--- config.mk ---
export PLATFORM = sky130hd
export DESIGN_NAME = uart_tx_arbiter
export DESIGN_NICKNAME = d
export VERILOG_FILES = /design/src/rtl/uart_arb_pkg.sv /design/src/rtl/rr_picker.sv /design/src/rtl/uart_tx_arbiter.sv
export SDC_FILE = /design/constraint.sdc
export NUM_CORES = 1
export LEC_CHECK = 0
export BUFFER_PORTS_ARGS = -buffer_cell sky130_fd_sc_hd__buf_2
export CELL_PAD_IN_SITES_DETAIL_PLACEMENT = 1
export CELL_PAD_IN_SITES_GLOBAL_PLACEMENT = 1
export CORE_ASPECT_RATIO = 0.75
export CORE_MARGIN = 2
export CORE_UTILIZATION = 39
export CTS_BUF_LIST = sky130_fd_sc_hd__clkbuf_4 sky130_fd_sc_hd__clkbuf_8
export CTS_CLUSTER_SIZE = 8
export DETAILED_ROUTE_END_ITERATION = 8
export PLACE_DENSITY = 0.89
export SYNTH_ARGS = -nofsm -noshare
export SYNTH_HDL_FRONTEND = slang
export SYNTH_SLANG_ARGS = --single-unit
--- constraint.sdc ---
create_clock -name clk -period 3.2 [get_ports clk]
set_input_delay 0.32 -clock clk [delete_from_list [all_inputs] [get_ports clk]]
set_output_delay 0.32 -clock clk [all_outputs]
set_load 0.01 [all_outputs]
--- src/rtl/uart_arb_pkg.sv ---
// Shared types for the UART transmit arbiter: FSM state encoding, client-count limits
// and the byte type.
package uart_arb_pkg;

  localparam int unsigned ClientsMin = 2;
  localparam int unsigned ClientsMax = 8;

  typedef logic [7:0] byte_t;

  typedef enum logic [1:0] {
    StIdle   = 2'd0,
    StTxReq  = 2'd1,
    StTxRel  = 2'd2,
    StCliAck = 2'd3
  } arb_state_e;

endpackage

--- src/rtl/rr_picker.sv ---
// Combinational round-robin selector: first requester at or above ptr_i, wrapping
// modulo N.
module rr_picker #(
  parameter int unsigned N    = 4,
  parameter int unsigned IdxW = (N > 1) ? $clog2(N) : 1
) (
  input  logic [N-1:0]    req_i,
  input  logic [IdxW-1:0] ptr_i,
  output logic [N-1:0]    gnt_o,
  output logic [IdxW-1:0] idx_o,
  output logic            any_o
);

  int unsigned cand;

  always_comb begin
    gnt_o = '0;
    idx_o = '0;
    any_o = 1'b0;
    cand  = 0;
    for (int unsigned k = 0; k < N; k++) begin
      cand = (32'(ptr_i) + k) % N;
      if (!any_o && req_i[cand]) begin
        any_o       = 1'b1;
        idx_o       = IdxW'(cand);
        gnt_o[cand] = 1'b1;
      end
    end
  end

endmodule

--- src/rtl/uart_tx_arbiter.sv ---
// Round-robin sharing of one UART transmitter among N_CLIENTS four-phase req/ack byte
// producers. Define UART_ARB_TIMEOUT_EN to add the transmitter watchdog and sticky err.
module uart_tx_arbiter
  import uart_arb_pkg::*;
#(
  parameter int unsigned N_CLIENTS      = 4,
  parameter int unsigned TIMEOUT_CYCLES = 65535
) (
  input  logic                   clk,
  input  logic                   clr,
  input  logic [N_CLIENTS-1:0]   cli_req,
  input  logic [8*N_CLIENTS-1:0] cli_data,
  output logic [N_CLIENTS-1:0]   cli_ack,
  output logic [N_CLIENTS-1:0]   grant,
  output logic                   tx_req,
  output logic [7:0]             tx_data,
  input  logic                   tx_ack,
  output logic                   busy,
  output logic                   err
);

  localparam int unsigned IdxW = (N_CLIENTS > 1) ? $clog2(N_CLIENTS) : 1;

  arb_state_e           state_q, state_d;
  logic [IdxW-1:0]      ptr_q, ptr_d;
  logic [IdxW-1:0]      idx_q, idx_d;
  logic [N_CLIENTS-1:0] grant_q, grant_d;
  logic [N_CLIENTS-1:0] cli_ack_q, cli_ack_d;
  byte_t                tx_data_q, tx_data_d;
  logic                 tx_req_q, tx_req_d;
  logic                 busy_q, busy_d;
  logic                 err_q, err_d;

  byte_t                cli_bytes [N_CLIENTS];
  logic [N_CLIENTS-1:0] pick_gnt;
  logic [IdxW-1:0]      pick_idx;
  logic                 pick_any;
  logic                 timeout_hit;

  for (genvar g = 0; g < N_CLIENTS; g++) begin : g_bytes
    assign cli_bytes[g] = cli_data[8*g +: 8];
  end

  rr_picker #(
    .N    (N_CLIENTS),
    .IdxW (IdxW)
  ) u_rr_picker (
    .req_i (cli_req),
    .ptr_i (ptr_q),
    .gnt_o (pick_gnt),
    .idx_o (pick_idx),
    .any_o (pick_any)
  );

`ifdef UART_ARB_TIMEOUT_EN
  localparam int unsigned CntW = $clog2(TIMEOUT_CYCLES + 1);

  logic [CntW-1:0] cnt_q, cnt_d;
  logic            waiting;

  assign waiting = (state_q == StTxReq) || (state_q == StTxRel);

  always_comb begin
    cnt_d = cnt_q;
    if (state_q == StIdle && pick_any) begin
      cnt_d = '0;
    end else if (waiting) begin
      cnt_d = cnt_q + 1'b1;
    end
  end

  // Fires in the cycle whose edge brings the count up to TIMEOUT_CYCLES.
  assign timeout_hit = waiting && (cnt_q == CntW'(TIMEOUT_CYCLES - 1));

  always_ff @(posedge clk or posedge clr) begin
    if (clr) begin
      cnt_q <= '0;
    end else begin
      cnt_q <= cnt_d;
    end
  end
`else
  assign timeout_hit = 1'b0;
`endif

  always_comb begin
    state_d   = state_q;
    ptr_d     = ptr_q;
    idx_d     = idx_q;
    grant_d   = grant_q;
    cli_ack_d = cli_ack_q;
    tx_data_d = tx_data_q;
    tx_req_d  = tx_req_q;
    err_d     = err_q;

    unique case (state_q)
      StIdle: begin
        if (pick_any) begin
          tx_data_d = cli_bytes[pick_idx];
          grant_d   = pick_gnt;
          idx_d     = pick_idx;
          tx_req_d  = 1'b1;
          state_d   = StTxReq;
        end
      end
      StTxReq: begin
        if (tx_ack) begin
          tx_req_d = 1'b0;
          state_d  = StTxRel;
        end else if (timeout_hit) begin
          tx_req_d  = 1'b0;
          err_d     = 1'b1;
          cli_ack_d = grant_q;
          state_d   = StCliAck;
        end
      end
      StTxRel: begin
        if (!tx_ack || timeout_hit) begin
          err_d     = err_q | tx_ack;
          cli_ack_d = grant_q;
          state_d   = StCliAck;
        end
      end
      StCliAck: begin
        if (!cli_req[idx_q]) begin
          cli_ack_d = '0;
          grant_d   = '0;
          ptr_d     = (32'(idx_q) == N_CLIENTS - 1) ? '0 : idx_q + 1'b1;
          state_d   = StIdle;
        end
      end
      default: state_d = StIdle;
    endcase

    busy_d = (state_d != StIdle);
  end

  always_ff @(posedge clk or posedge clr) begin
    if (clr) begin
      state_q   <= StIdle;
      ptr_q     <= '0;
      idx_q     <= '0;
      grant_q   <= '0;
      cli_ack_q <= '0;
      tx_data_q <= '0;
      tx_req_q  <= 1'b0;
      busy_q    <= 1'b0;
      err_q     <= 1'b0;
    end else begin
      state_q   <= state_d;
      ptr_q     <= ptr_d;
      idx_q     <= idx_d;
      grant_q   <= grant_d;
      cli_ack_q <= cli_ack_d;
      tx_data_q <= tx_data_d;
      tx_req_q  <= tx_req_d;
      busy_q    <= busy_d;
      err_q     <= err_d;
    end
  end

  assign cli_ack = cli_ack_q;
  assign grant   = grant_q;
  assign tx_req  = tx_req_q;
  assign tx_data = tx_data_q;
  assign busy    = busy_q;
  assign err     = err_q;

endmodule

==> results by group <==
Layout
  – Layout cell share with drive strength beyond 1: 32.3%
  – Non-filler cells, final: 289
  – Final nets: 281
  – Ant. Diodes: 0
  – Layout area overhead: 17.0%
  – Final core occ: 47.1%

Critical path
  – Worst-path cell chain: inv_1, ha_1, mux4_2, nor2b_4, o21ai_4, and2_4, a211oi_1, a211oi_1
  – Critical Path AT: 3090 ps
  – Worst reg2reg path depth: 8
  – CP Class: register to register
  – CP Max Fanout: 16
  – Buffers plus inverters on the worst setup path: 1
  – FF-to-FF setup slack: 230 ps
  – Critical path's largest stage delay: 590 ps
  – Worst Setup End Kind: register
  – Slowest CP cell: dfrtp_1
  – Worst EP required: 3320 ps
  – R2R Path Start: ptr_q[1]$_DFFE_PP0P_
  – Top cell by count, worst path: a211oi_1
  – CP delay by family, top: flip-flops
  – Startpoint types: register
  – RR Endpoint: tx_data[5]$_DFFE_PP0P_

CTS
  – TritonCTS clock tree: yes
  – Clk slew on worst S/H paths: 90 ps
  – CTS sink count: 25
  – Post-CTS setup buffers: 0
  – Resized cells post-CTS: 0
  – Clock root cell: clkbuf_8
  – CTS HTree Levels: 1
  – Clk_lat worst skew: 280 ps
  – CTS max path bufs: 2
  – CTS Hold Buffers Added: 0
  – CTS Buf Count: 3

Power
  – Power Dens Cells: 955 mW/mm2
  – Switching Fraction: 47.8%
  – Worst ir drop on vdd: 0.000364 V
  – Logic gate share of total power: 60.5%
  – Clk network pwr share: 9.5%
  – Sequential Power Share: 30.0%
  – Switch Pwr: 0.954 mW
  – Int Power: 1.04 mW
  – Leakage: 0.975 nW
  – Total power: 2.00 mW

STA
  – Tightest Pin Transition: 959 ps
  – Max-slew violations: 0
  – Hold WS: 234 ps
  – Worst Skew: 8.21 ps
  – Fmax: 0.337 GHz
  – Setup violations, final: 0
  – Slew headroom: 34.2%
  – Crit path time final: 2970 ps
  – Unrepaired setup endpoints after global routing: false
  – Final Hold Fails: 0
  – Fin Setup TNS: 0 ps
  – Period utilisation layout: 92.9%

Die
  – Die Y: 62.6 um
  – Die width: 82.2 um
  – CORE AREA: 0.00444 mm2
  – Die Area: 0.00514 mm2
  – IO Pins: 58
  – Initial Utilization: 40.2%
  – Row count: 21

Yosys
  – Post-synth top cells: 25 x dfrtp_1, 20 x nor2_1, 17 x a211oi_1
  – Post-Syn Area: 0.00179 mm2
  – Most common cell in the netlist: dfrtp_1
  – Post-synth cell types: 41
  – Largest cells by area after synthesis: dfrtp_1 35%, a211oi_1 7.1%, mux2i_1 6.7%
  – Seq cells post-synth: 25
  – Sequential share of the synthesized area: 35.0%
  – Synth top area share: 35.0%
  – Mapped Nets: 228
  – EDFF count, synth: 0
  – Asr flop ratio synth: 100%
  – Cell taking the most area after synthesis: dfrtp_1
  – Syn_area_per_cell: 9.93 um2
  – Most common flop cell mapped by yosys: dfrtp_1
  – Post-synthesis cell count: 180
  – Yosys warns: 0

Route
  – Routed WL per cell: 17.2 um
  – Drt first-iter violations: 74
  – DRC: 0
  – Vias/cell: 5.67
  – Vias: 1,639
  – Drt total wl: 4980 um
  – Iteration count of the initial detailed-routing pass: 6
  – Final ANT Viol Nets: 0

Placement
  – Placer Congestion: 0.852
  – Dpl hpwl: 3810 um
  – Placed Cells incl. Taps: 285
  – Port Buffers: 57

Global routing
  – Tot GR Track Use: 20.3%
  – First-pass GRT wire length: 8090 um
  – GR Overflow Total: 0
  – Initial antenna violation count: 0
  – Vias in the first global route: 1,664
  – Largest net degree at the start of global routing: 26

Run status
  – Status: finished clean

Flow run
  – MaxCap Viol Count: 0

Worst hold path
  – HP Class: input port to asynchronous set/reset pin
==> how the worst max path moves through the flow <==
stage / startpoint / to / slack (ps) / cells past startpoint
after floorplan: ptr_q[0]$_DFFE_PP0P_ / tx_data[0]$_DFFE_PP0P_ / 500 / 12
after global placement: ptr_q[1]$_DFFE_PP0P_ / tx_data[5]$_DFFE_PP0P_ / 480 / 7
after detailed placement: ptr_q[1]$_DFFE_PP0P_ / tx_data[5]$_DFFE_PP0P_ / 270 / 8
after CTS: ptr_q[1]$_DFFE_PP0P_ / tx_data[5]$_DFFE_PP0P_ / 250 / 8
after global routing: ptr_q[1]$_DFFE_PP0P_ / tx_data[5]$_DFFE_PP0P_ / 20 / 7
final: ptr_q[1]$_DFFE_PP0P_ / tx_data[5]$_DFFE_PP0P_ / 230 / 8
==> layout make-up <==
type	instances	area, um2
Sequential cell	25	626
Fill cell	531	2350
Clock buffer	3	41.3
Clock inverter	1	5.00
Multi-Input combinational cell	138	1020
Inverter	5	18.8
Tap cell	57	71.3
Timing Repair Buffer	60	308
==> layer usage <==
| metal | up-vias | GRT usage [%] | wire length (um) |
|---|---|---|---|
| met1 | 819 | 26.7 | 2280 |
| li1 | 772 | - | - |
| met2 | 41 | 33.9 | 2440 |
| met5 | - | 0 | 0 |
| met4 | 0 | 3.96 | 46 |
| met3 | 7 | 4.91 | 211 |
==> stage by stage <==
stage	cell area [um2]	worst slack (ps)
after floorplan	1790	500
after global placement	2040	482
after detailed placement	2040	274
after CTS	2090	251
after global routing	2090	24.9
final	2090	228
==> cell usage in the layout, fill, tap and decap left out, types with 3 or more instances in the layout <==
cell type	synthesis	routed
a211oi_1	17	17
a21boi_0	8	8
a221oi_1	4	4
a22oi_1	9	9
buf_2	0	57
buf_4	1	3
clkbuf_8	1	3
dfrtp_1	25	25
ha_1	9	9
inv_1	5	5
mux2i_1	12	12
mux4_2	3	3
nand2_1	15	15
nand3_1	5	5
nor2_1	20	20
o21ai_0	8	8
o21ai_1	5	5
==> power groups by stage <==
stage	sequential, mW	combinational [mW]	clock, mW
after global placement	0.590	1.15	0
final	0.599	1.21	0.190
after detailed placement	0.606	1.20	0
after global routing	0.622	1.35	0.208
after CTS	0.600	1.21	0.192
after floorplan	0.596	0.964	0
==> kinds of logic after synthesis <==
group                    share of synthesized area, %
AO/OA/AOI/OAI                                    25.6
AND/OR/NAND/NOR                                  14.1
buffers and inverters                            7.84
multiplexers                                     11.1
flip-flops                                       35.0
adder cells (fa/ha/maj)                          6.30
==> worst register-to-register path: cells and delay by family, from the launching register on <==
kind                     cells  cell delay [ps]
multiplexers                 1              470
adder cells (fa/ha/maj)      1              490
buffers and inverters        1              170
AO/OA/AOI/OAI                3              570
AND/OR/NAND/NOR              2              550
flip-flops                   1              590
==> sequential cells by signal, summed over array words and instances (netlist names) <==
register  count
cli_ack       4
err           1
busy          1
tx_data       8
ptr_q         2
idx_q         2
tx_req        1
grant         4
state_q       2
Power figures use the tool's default switching activity.
